===== config.mk =====
export PLATFORM = sky130hd
export DESIGN_NAME = recovery_response_buffer_flat
export DESIGN_NICKNAME = d
export VERILOG_FILES = /design/src/rtl/recovery_response_buffer_if.sv /design/src/rtl/recovery_response_buffer.sv /design/src/flat_wrapper.sv
export SDC_FILE = /design/constraint.sdc
export NUM_CORES = 2
export LEC_CHECK = 0
export BUFFER_PORTS_ARGS = -buffer_cell sky130_fd_sc_hd__buf_2
export CAP_MARGIN = 20
export CORE_MARGIN = 2
export CORE_UTILIZATION = 55
export CTS_BUF_LIST = sky130_fd_sc_hd__clkbuf_8
export DETAILED_ROUTE_END_ITERATION = 7
export PLACE_DENSITY = 0.79
export SLEW_MARGIN = 20
export SYNTH_ARGS = -nofsm -noshare
export SYNTH_HDL_FRONTEND = slang
export SYNTH_SLANG_ARGS = --single-unit

===== constraint.sdc =====
create_clock -name clk_i -period 3.7 [get_ports clk_i]
set_input_delay 0.185 -clock clk_i [delete_from_list [all_inputs] [get_ports clk_i]]
set_output_delay 0.185 -clock clk_i [all_outputs]
set_load 0.005 [all_outputs]

===== src/rtl/recovery_response_buffer_if.sv =====
// Handshake bundle between the recovery command executor, the response
// buffer and the recovery TX stage.
interface recovery_response_buffer_if #(
  parameter int LenWidth = 16
);
  logic                wr_valid_i;
  logic                wr_ready_o;
  logic [7:0]          wr_data_i;
  logic                wr_last_i;
  logic                wr_abort_i;
  logic                replay_i;
  logic                res_valid_o;
  logic                res_ready_i;
  logic [LenWidth-1:0] res_len_o;
  logic                res_dvalid_o;
  logic                res_dready_i;
  logic [7:0]          res_data_o;
  logic                res_dlast_o;
  logic                overflow_o;
  logic                busy_o;

  modport master (
    output wr_valid_i, wr_data_i, wr_last_i,
    output wr_abort_i, replay_i,
    output res_ready_i, res_dready_i,
    input  wr_ready_o, res_valid_o, res_len_o,
    input  res_dvalid_o, res_data_o, res_dlast_o,
    input  overflow_o, busy_o
  );

  modport slave (
    input  wr_valid_i, wr_data_i, wr_last_i,
    input  wr_abort_i, replay_i,
    input  res_ready_i, res_dready_i,
    output wr_ready_o, res_valid_o, res_len_o,
    output res_dvalid_o, res_data_o, res_dlast_o,
    output overflow_o, busy_o
  );
endinterface


===== src/rtl/recovery_response_buffer.sv =====
// Single-response recovery buffer: fill, announce length, stream bytes.
// Define RECOVERY_RESBUF_REPLAY_EN to keep the last response for replay.
module recovery_response_buffer #(
  parameter int Depth    = 256,
  parameter int LenWidth = 16
) (
  input  logic clk_i,
  input  logic rst_ni,
  input  logic soft_reset_ni,
  recovery_response_buffer_if.slave bus
);
  localparam int AW = $clog2(Depth);
  localparam int CW = $clog2(Depth + 1);
  localparam logic [CW-1:0] Full = CW'(Depth);

  typedef enum logic [1:0] {
    FILL     = 2'd0,
    ANNOUNCE = 2'd1,
`ifdef RECOVERY_RESBUF_REPLAY_EN
    HOLD     = 2'd3,
`endif
    STREAM   = 2'd2
  } state_t;

  state_t              state;
  logic [7:0]          mem [Depth];
  logic [AW-1:0]       wr_ptr;
  logic [LenWidth-1:0] rd_ptr;
  logic [CW-1:0]       count;
  logic [LenWidth-1:0] len;
  logic                overflow;
  logic                wr_ready;
  logic                res_valid;
  logic                dvalid;
  logic                dlast;
  logic                wr_fire;
  logic                clr;
  logic [AW-1:0]       waddr;

  always_comb begin
    wr_ready  = 1'b0;
    res_valid = 1'b0;
    dvalid    = 1'b0;
    case (state)
      FILL:     wr_ready  = count < Full;
      ANNOUNCE: res_valid = 1'b1;
      STREAM:   dvalid    = rd_ptr < len;
`ifdef RECOVERY_RESBUF_REPLAY_EN
      HOLD:     wr_ready  = 1'b1;
`endif
      default:  ;
    endcase
  end

  assign dlast   = dvalid & (rd_ptr == len - LenWidth'(1));
  assign clr     = ~soft_reset_ni | bus.wr_abort_i;
  assign wr_fire = bus.wr_valid_i & wr_ready & ~clr;

`ifdef RECOVERY_RESBUF_REPLAY_EN
  // A write in Hold starts a fresh response at byte 0.
  assign waddr = (state == HOLD) ? '0 : wr_ptr;
`else
  logic replay_unused;
  assign replay_unused = bus.replay_i;
  assign waddr = wr_ptr;
`endif

  always_ff @(posedge clk_i) begin
    if (wr_fire) mem[waddr] <= bus.wr_data_i;
  end

  always_ff @(posedge clk_i or negedge rst_ni) begin
    if (!rst_ni) begin
      state    <= FILL;
      wr_ptr   <= '0;
      rd_ptr   <= '0;
      count    <= '0;
      len      <= '0;
      overflow <= 1'b0;
    end else if (clr) begin
      state    <= FILL;
      wr_ptr   <= '0;
      rd_ptr   <= '0;
      count    <= '0;
      len      <= '0;
      overflow <= 1'b0;
    end else begin
      case (state)
        FILL: begin
          if (bus.wr_valid_i && count == Full)
            overflow <= 1'b1;
          if (wr_fire) begin
            wr_ptr <= wr_ptr + AW'(1);
            count  <= count + CW'(1);
            if (bus.wr_last_i) begin
              len   <= LenWidth'(count) + LenWidth'(1);
              state <= ANNOUNCE;
            end
          end
        end
        ANNOUNCE: begin
          if (bus.res_ready_i) begin
            rd_ptr <= '0;
            state  <= STREAM;
          end
        end
        STREAM: begin
          if (dvalid && bus.res_dready_i) begin
            if (dlast) begin
`ifdef RECOVERY_RESBUF_REPLAY_EN
              state  <= HOLD;
`else
              state  <= FILL;
              wr_ptr <= '0;
              count  <= '0;
`endif
            end else begin
              rd_ptr <= rd_ptr + LenWidth'(1);
            end
          end
        end
`ifdef RECOVERY_RESBUF_REPLAY_EN
        HOLD: begin
          if (bus.wr_valid_i) begin
            wr_ptr <= AW'(1);
            count  <= CW'(1);
            if (bus.wr_last_i) begin
              len   <= LenWidth'(1);
              state <= ANNOUNCE;
            end else begin
              state <= FILL;
            end
          end else if (bus.replay_i) begin
            state <= ANNOUNCE;
          end
        end
`endif
        default: state <= FILL;
      endcase
    end
  end

  assign bus.wr_ready_o   = wr_ready;
  assign bus.res_valid_o  = res_valid;
  assign bus.res_len_o    = len;
  assign bus.res_dvalid_o = dvalid;
  assign bus.res_dlast_o  = dlast;
  assign bus.res_data_o   = dvalid ? mem[rd_ptr[AW-1:0]] : 8'h00;
  assign bus.overflow_o   = overflow;
  assign bus.busy_o       = (state != FILL) || (count != '0);
endmodule

===== src/flat_wrapper.sv =====
// flat-port wrapper written by rule: the top's interface ports become plain ports
module recovery_response_buffer_flat 
#(
  parameter int Depth    = 256,
  parameter int LenWidth = 16
)
  (clk_i, rst_ni, soft_reset_ni, bus_wr_valid_i, bus_wr_data_i, bus_wr_last_i, bus_wr_abort_i, bus_replay_i, bus_res_ready_i, bus_res_dready_i, bus_wr_ready_o, bus_res_valid_o, bus_res_len_o, bus_res_dvalid_o, bus_res_data_o, bus_res_dlast_o, bus_overflow_o, bus_busy_o);
  recovery_response_buffer_if #(.LenWidth(LenWidth)) bus_i ();
  input  logic clk_i;
  input  logic rst_ni;
  input  logic soft_reset_ni;
  input wire logic [$bits(bus_i.wr_valid_i)-1:0] bus_wr_valid_i;
  input wire logic [$bits(bus_i.wr_data_i)-1:0] bus_wr_data_i;
  input wire logic [$bits(bus_i.wr_last_i)-1:0] bus_wr_last_i;
  input wire logic [$bits(bus_i.wr_abort_i)-1:0] bus_wr_abort_i;
  input wire logic [$bits(bus_i.replay_i)-1:0] bus_replay_i;
  input wire logic [$bits(bus_i.res_ready_i)-1:0] bus_res_ready_i;
  input wire logic [$bits(bus_i.res_dready_i)-1:0] bus_res_dready_i;
  output wire logic [$bits(bus_i.wr_ready_o)-1:0] bus_wr_ready_o;
  output wire logic [$bits(bus_i.res_valid_o)-1:0] bus_res_valid_o;
  output wire logic [$bits(bus_i.res_len_o)-1:0] bus_res_len_o;
  output wire logic [$bits(bus_i.res_dvalid_o)-1:0] bus_res_dvalid_o;
  output wire logic [$bits(bus_i.res_data_o)-1:0] bus_res_data_o;
  output wire logic [$bits(bus_i.res_dlast_o)-1:0] bus_res_dlast_o;
  output wire logic [$bits(bus_i.overflow_o)-1:0] bus_overflow_o;
  output wire logic [$bits(bus_i.busy_o)-1:0] bus_busy_o;
  assign bus_i.wr_valid_i = bus_wr_valid_i;
  assign bus_i.wr_data_i = bus_wr_data_i;
  assign bus_i.wr_last_i = bus_wr_last_i;
  assign bus_i.wr_abort_i = bus_wr_abort_i;
  assign bus_i.replay_i = bus_replay_i;
  assign bus_i.res_ready_i = bus_res_ready_i;
  assign bus_i.res_dready_i = bus_res_dready_i;
  assign bus_wr_ready_o = bus_i.wr_ready_o;
  assign bus_res_valid_o = bus_i.res_valid_o;
  assign bus_res_len_o = bus_i.res_len_o;
  assign bus_res_dvalid_o = bus_i.res_dvalid_o;
  assign bus_res_data_o = bus_i.res_data_o;
  assign bus_res_dlast_o = bus_i.res_dlast_o;
  assign bus_overflow_o = bus_i.overflow_o;
  assign bus_busy_o = bus_i.busy_o;
  recovery_response_buffer #(.Depth(Depth), .LenWidth(LenWidth)) u_core (.clk_i(clk_i), .rst_ni(rst_ni), .soft_reset_ni(soft_reset_ni), .bus(bus_i));
endmodule

Word-level counts from Yosys, hierarchy flattened:

Memories as Yosys holds them, arrays and structs flattened.
Index checks and enable logic that the tools add are counted.

* add/sub/neg operators: 5
* order comparisons: 2
* eq/ne operators: 10
* muxes and demuxes: 35
* bitwise gates (word level): 6
* reductions and logical operators: 17

Operators with widths (number)
* $mux W16: 8
* $mux W8: 5
* $mux W9: 4
* $pmux W16 S2: 1
* $pmux W9 S2: 1
* $add A16 B1 Y16 const B: 1
* $eq A16 B16 Y1: 1
* $lt A16 B16 Y1: 1
* $pmux W8 S2: 1
* $sub A16 B1 Y16 const B: 1
* $mux W2: 6
* $ne A3 B2 Y1 const B: 4
* $add A9 B1 Y10 const B: 1
* $reduce_bool A2 Y1: 5
* $add A9 B1 Y9 const B: 1
* $eq A9 B9 Y1 const B: 1
* $lt A9 B9 Y1 const B: 1
* $reduce_bool A9 Y1: 1
* $add A8 B1 Y8 const B: 1
* $mux W1: 8
* $reduce_and A4 Y1: 2
* $ne A3 B1 Y1 const B: 2
* $pmux W2 S3: 1
* $reduce_bool A3 Y1: 2
* 11 further kinds: 15

* bits in registers: 52
* bits in writable memories: 2048
* input bits: 17
* output and inout port bits: 30
* logic and storage cells: 82
* memories: 1

Memory list
* u_core.mem: words 256, bits a word 8, rd ports 1, clocked after Yosys merged registers in 0, write ports 1, RTL line recovery_response_buffer.sv:26 `logic [7:0] mem [Depth];`

Depth between registers and ports, before layout:

* depth after elaboration: 7
* depth in mapped cells: 17
* depth with buffers taken out: 10

Worst setup path after synthesis:

OpenSTA, ideal clock, no wires.

* path type: reg-to-reg
* start: register u_core.rd_ptr[0]
* end: register u_core.count[1]
* setup time: 0.078 ns
* data arrival time: 3.639 ns
* data required time: 3.622 ns
* setup slack: -0.017 ns
* stages on the path, launching flop included: 16
* path buffers: 6
* clock period less this slack: 3.717 ns
* cells stage by stage: dfrtp_1 > buf_4 > buf_4 > buf_4 > buf_2 > buf_4 > buf_2 > inv_1 > ha_1 > nor2_1 > nand2_1 > or4_4 > nor3_1 > a21oi_1 > or3b_2 > a21oi_1

* cells in the longest elaborated chain, start to end: 5
* elaborated cells between the ends (all ways): 8
* those cells by class: 1 x order compare; 3 x eq/ne; 1 x mux; 1 x bitwise; 2 x reduce/logical

RTL lines
* start: declaration: RTL line recovery_response_buffer.sv:28 `logic [LenWidth-1:0] rd_ptr;`
* start signal: assignment: RTL line recovery_response_buffer.sv:118 `rd_ptr <= rd_ptr + LenWidth'(1);`
* $lt A16 B16 Y1: RTL line recovery_response_buffer.sv:47 `STREAM: dvalid = rd_ptr < len;`
* $mux W1: RTL line recovery_response_buffer.sv:44 `case (state)`
* $and A1 B1 Y1 or $logic_and A1 B1 Y1 (tied branches): RTL line recovery_response_buffer.sv:55, recovery_response_buffer.sv:108
* $ne A3 B2 Y1 (no source line) or $ne A3 B1 Y1 (tied branches)
* $reduce_and A4 Y1 (no source line) *
* end signal: assignment: RTL line recovery_response_buffer.sv:94 `count <= count + CW'(1);`
* end: declaration: RTL line recovery_response_buffer.sv:29 `logic [CW-1:0] count;`

Every way passes the cells marked *; elsewhere a longest branch is shown, timed or not.
A chain may end at the register's enable or synchronous reset.

Worst setup path in the final report:

* start: register u_core.rd_ptr[5]
* end: output bus_res_data_o[4]

* cells in the longest elaborated chain, start to end: 3
* elaborated cells between the ends (all ways): 4
* those cells by class: 1 x order compare; 2 x mux; 1 x memory

RTL lines
* branches (longest 2 deep; another with $mem_v2 Z256 W8)
* $mux W8 *: RTL line recovery_response_buffer.sv:148 `assign bus.res_data_o = dvalid ? mem[rd_ptr[AW-1:0]] : 8'h00;`
* end: declaration: RTL line flat_wrapper.sv:23 `output wire logic [$bits(bus_i.res_data_o)-1:0] bus_res_data_o;`

Every way passes the cells marked *.

==> run summary <==
Final Core Density: 0.647
WL met2: 106000 um
PwrDens: 456 mW/mm^2
Period utilization: 1.19
Worst Path Required: 3.51 ns
Leak: 30.8 nW
YS warnings: 0
Async SR Flop Fraction: 0.0220
Top cell type's share of synthesized area: 0.746
Top Layer Used: met5
Clock Tree Buf Depth: 4
Crit start category: flop
Yosys cell types: 74
RSZ-0062 raised after global routing: true
Clock Pin Slew Worst Setup and Hold Paths: 0.06 ns
Antenna viol nets, final: 0
GRT overflow: 0
Yosys top cell by area: edfxtp_1
Final slew viol count: 0
Worst setup margin: -0.718 ns
Met3 routed WL: 31900 um
Synthesized cell area: 0.0824 mm^2
Synthesized flop and latch total: 2094
Min-delay worst type: primary input to flop
Total core area: 0.149 mm^2
Synth Instances: 4043
Worst Tran Pin Value: 1.08 ns
Fin. Hold Viols: 0
Worst-path maximum fanout: 6
Global-route wire length before repair: 324000 um
Syn Area/Cell: 20.4 um^2
Initial drt markers: 8139
Io pins: 47
Clock sink count: 2094
Ranking of synthesized cells by area: edfxtp_1, mux4_2, nor2_1
M1 WL: 75800 um
Die area: 0.153 mm^2
Most numerous cell in the Yosys netlist: edfxtp_1
Final Non-Filler Cells: 6952
Cts bufs inserted: 327
Synth cell count leaders: edfxtp_1, mux4_2, nor2_1
Core Rows: 142
Pre-CTS setup slack: -0.142 ns
Setup crit end kind: primary output
PortBufs: 39
Initial cell density of the core: 0.552
EDFF count, synth: 2048
Global Route Usage Sum: 0.298
Max cap viols: 0
Most used DFF post-synth: edfxtp_1
Status: finished, violations left
Die span in x: 391 um
Initial antenna violation count: 6
Router iterations before antenna repair: 8
Worst vdd ir: 0.292 mV
Via density: 6.72
Max Fclk: 226 MHz
Die Ht: 391 um
Residual DRC: 0
Routed vias: 46700
Root Buffer: clkbuf_8
Ratio of cells with drive above 1 in the final layout: 0.341
Violated checks: setup timing
Placed cells: 6268
Largest net degree at the start of global routing: 151
CP Class: flop to primary output
Vias in the first global route: 46200
Final setup violation count: 8
CTS H-tree lvls: 5
Worst path arrival time: 4.23 ns
Area grow syn2layout: 17.2%
Wire length per cell: 32.8 um
Post-synthesis sequential area ratio: 0.760
Pwr Total: 0.0440 W
Clock latency on the worst-skew pair: 1.06 ns
Total Nets Final: 4828
WL final: 228000 um
Routability Congestion: 0.931
HPWL after detailed placement: 137000 um
Rel. slew slack: 0.281
TritonCTS clock tree: built
Fin crit period: 4.42 ns
Hold WS: 0.187 ns
Setup Skew: 0.0822 ns
## registers in the layout, summed over array words and instances, names as in the netlist
signal	flops
u_core.mem	2048
u_core.rd_ptr	16
u_core.bus.res_len_o	10
u_core.count	9
u_core.waddr	8
u_core.state	2
u_core.bus.overflow_o	1
## path summary, 6_finish.rpt
check / start / slack (ns) / cells past startpoint / endpoint
worst max-delay path: u_core.rd_ptr[5] / -0.72 / 10 / bus_res_data_o[4]
worst min-delay path: bus_wr_data_i[3] / 0.19 / 2 / u_core.mem[59][3]
worst max register to register: u_core.rd_ptr[0] / 0.17 / 13 / u_core.count[1]
worst min register to register: u_core.rd_ptr[12] / 0.51 / 1 / u_core.rd_ptr[12]
max in group asynchronous: rst_ni / 3.15 / 4 / u_core.rd_ptr[2]
min in group asynchronous: rst_ni / 0.27 / 4 / u_core.rd_ptr[0]
## critical path: stages, from the launching register on
cell and delay [ns]:
dfrtp_1 0.59, nand2_1 0.29, nor2_1 0.56, nand2_1 0.40
o22ai_1 0.39, a211oi_2 0.11, a31oi_1 0.23, buf_4 0.18
o21ai_1 0.12, and3_4 0.24, buf_6 0.11
## metal layers
metal	track usage	vias to the layer above
met5	0	-
met4	0.167	6
met3	0.0911	821
met2	0.455	4070
met1	0.384	23600
li1	-	18300
## per-stage QoR
stage	setup TNS, ns	cell area [um^2]
floorplan	0	82500
global placement	-0.915	88100
detailed placement	-0.546	88100
CTS	-5.06	96200
global route	-5.57	96600
finish	-5.32	96600
## layout make-up
type                            instances  area [um^2]
Sequential cell                      2094        62700
Fill cell                            9060        52600
Multi-Input combinational cell       1676        19400
Timing Repair Buffer                  666         6420
Clock buffer                          338         4650
Tap cell                             1944         2430
Clock inverter                        206          907
Inverter                               24         93.8
Antenna cell                            4         10.0
## power by group
part / internal (W) / switching (W) / total (W)
Sequential: 0.0260 / 0.0000131 / 0.0260
Combinational: 0.000136 / 0.000563 / 0.000699
Clock: 0.00860 / 0.00870 / 0.0173
Total: 0.0348 / 0.00927 / 0.0440
## what timing repair did
action                                  CTS  global route
hold buffers                             19             0
gates cloned                             15             2
hold endpoints to repair                717             0
resized for setup                       206            80
buffers inserted                         84            25
pin swaps                                42            47
endpoints found under the setup margin   10            11
## kinds of logic (layout without fill, tap and decap cells)
family	after synthesis	after routing	synth area share
compound gates	406	406	0.0344
buf+inv	278	1234	0.0170
mux	608	608	0.149
other cells	1	10	0.0000455
fa+ha+maj	22	22	0.00334
flops	2094	2094	0.760
simple gates	615	615	0.0343
xor+xnor	19	19	0.00202
## layout by cell type (no fill, tap or decap), types with 22 or more instances in the layout
cell         n
ha_1        22
o22ai_1     29
dfrtp_1     41
nand2_1     86
clkbuf_8   346
clkinv_1    71
mux2i_1     98
o211ai_1    26
clkinv_2    30
buf_4      498
buf_2       29
nand3_1     37
nor2_1     310
a22oi_1     75
edfxtp_1  2048
mux4_2     494
a21oi_1     60
inv_1      118
buf_16      23
buf_12      50
Note: power is estimated with default switching activity, not from simulation.
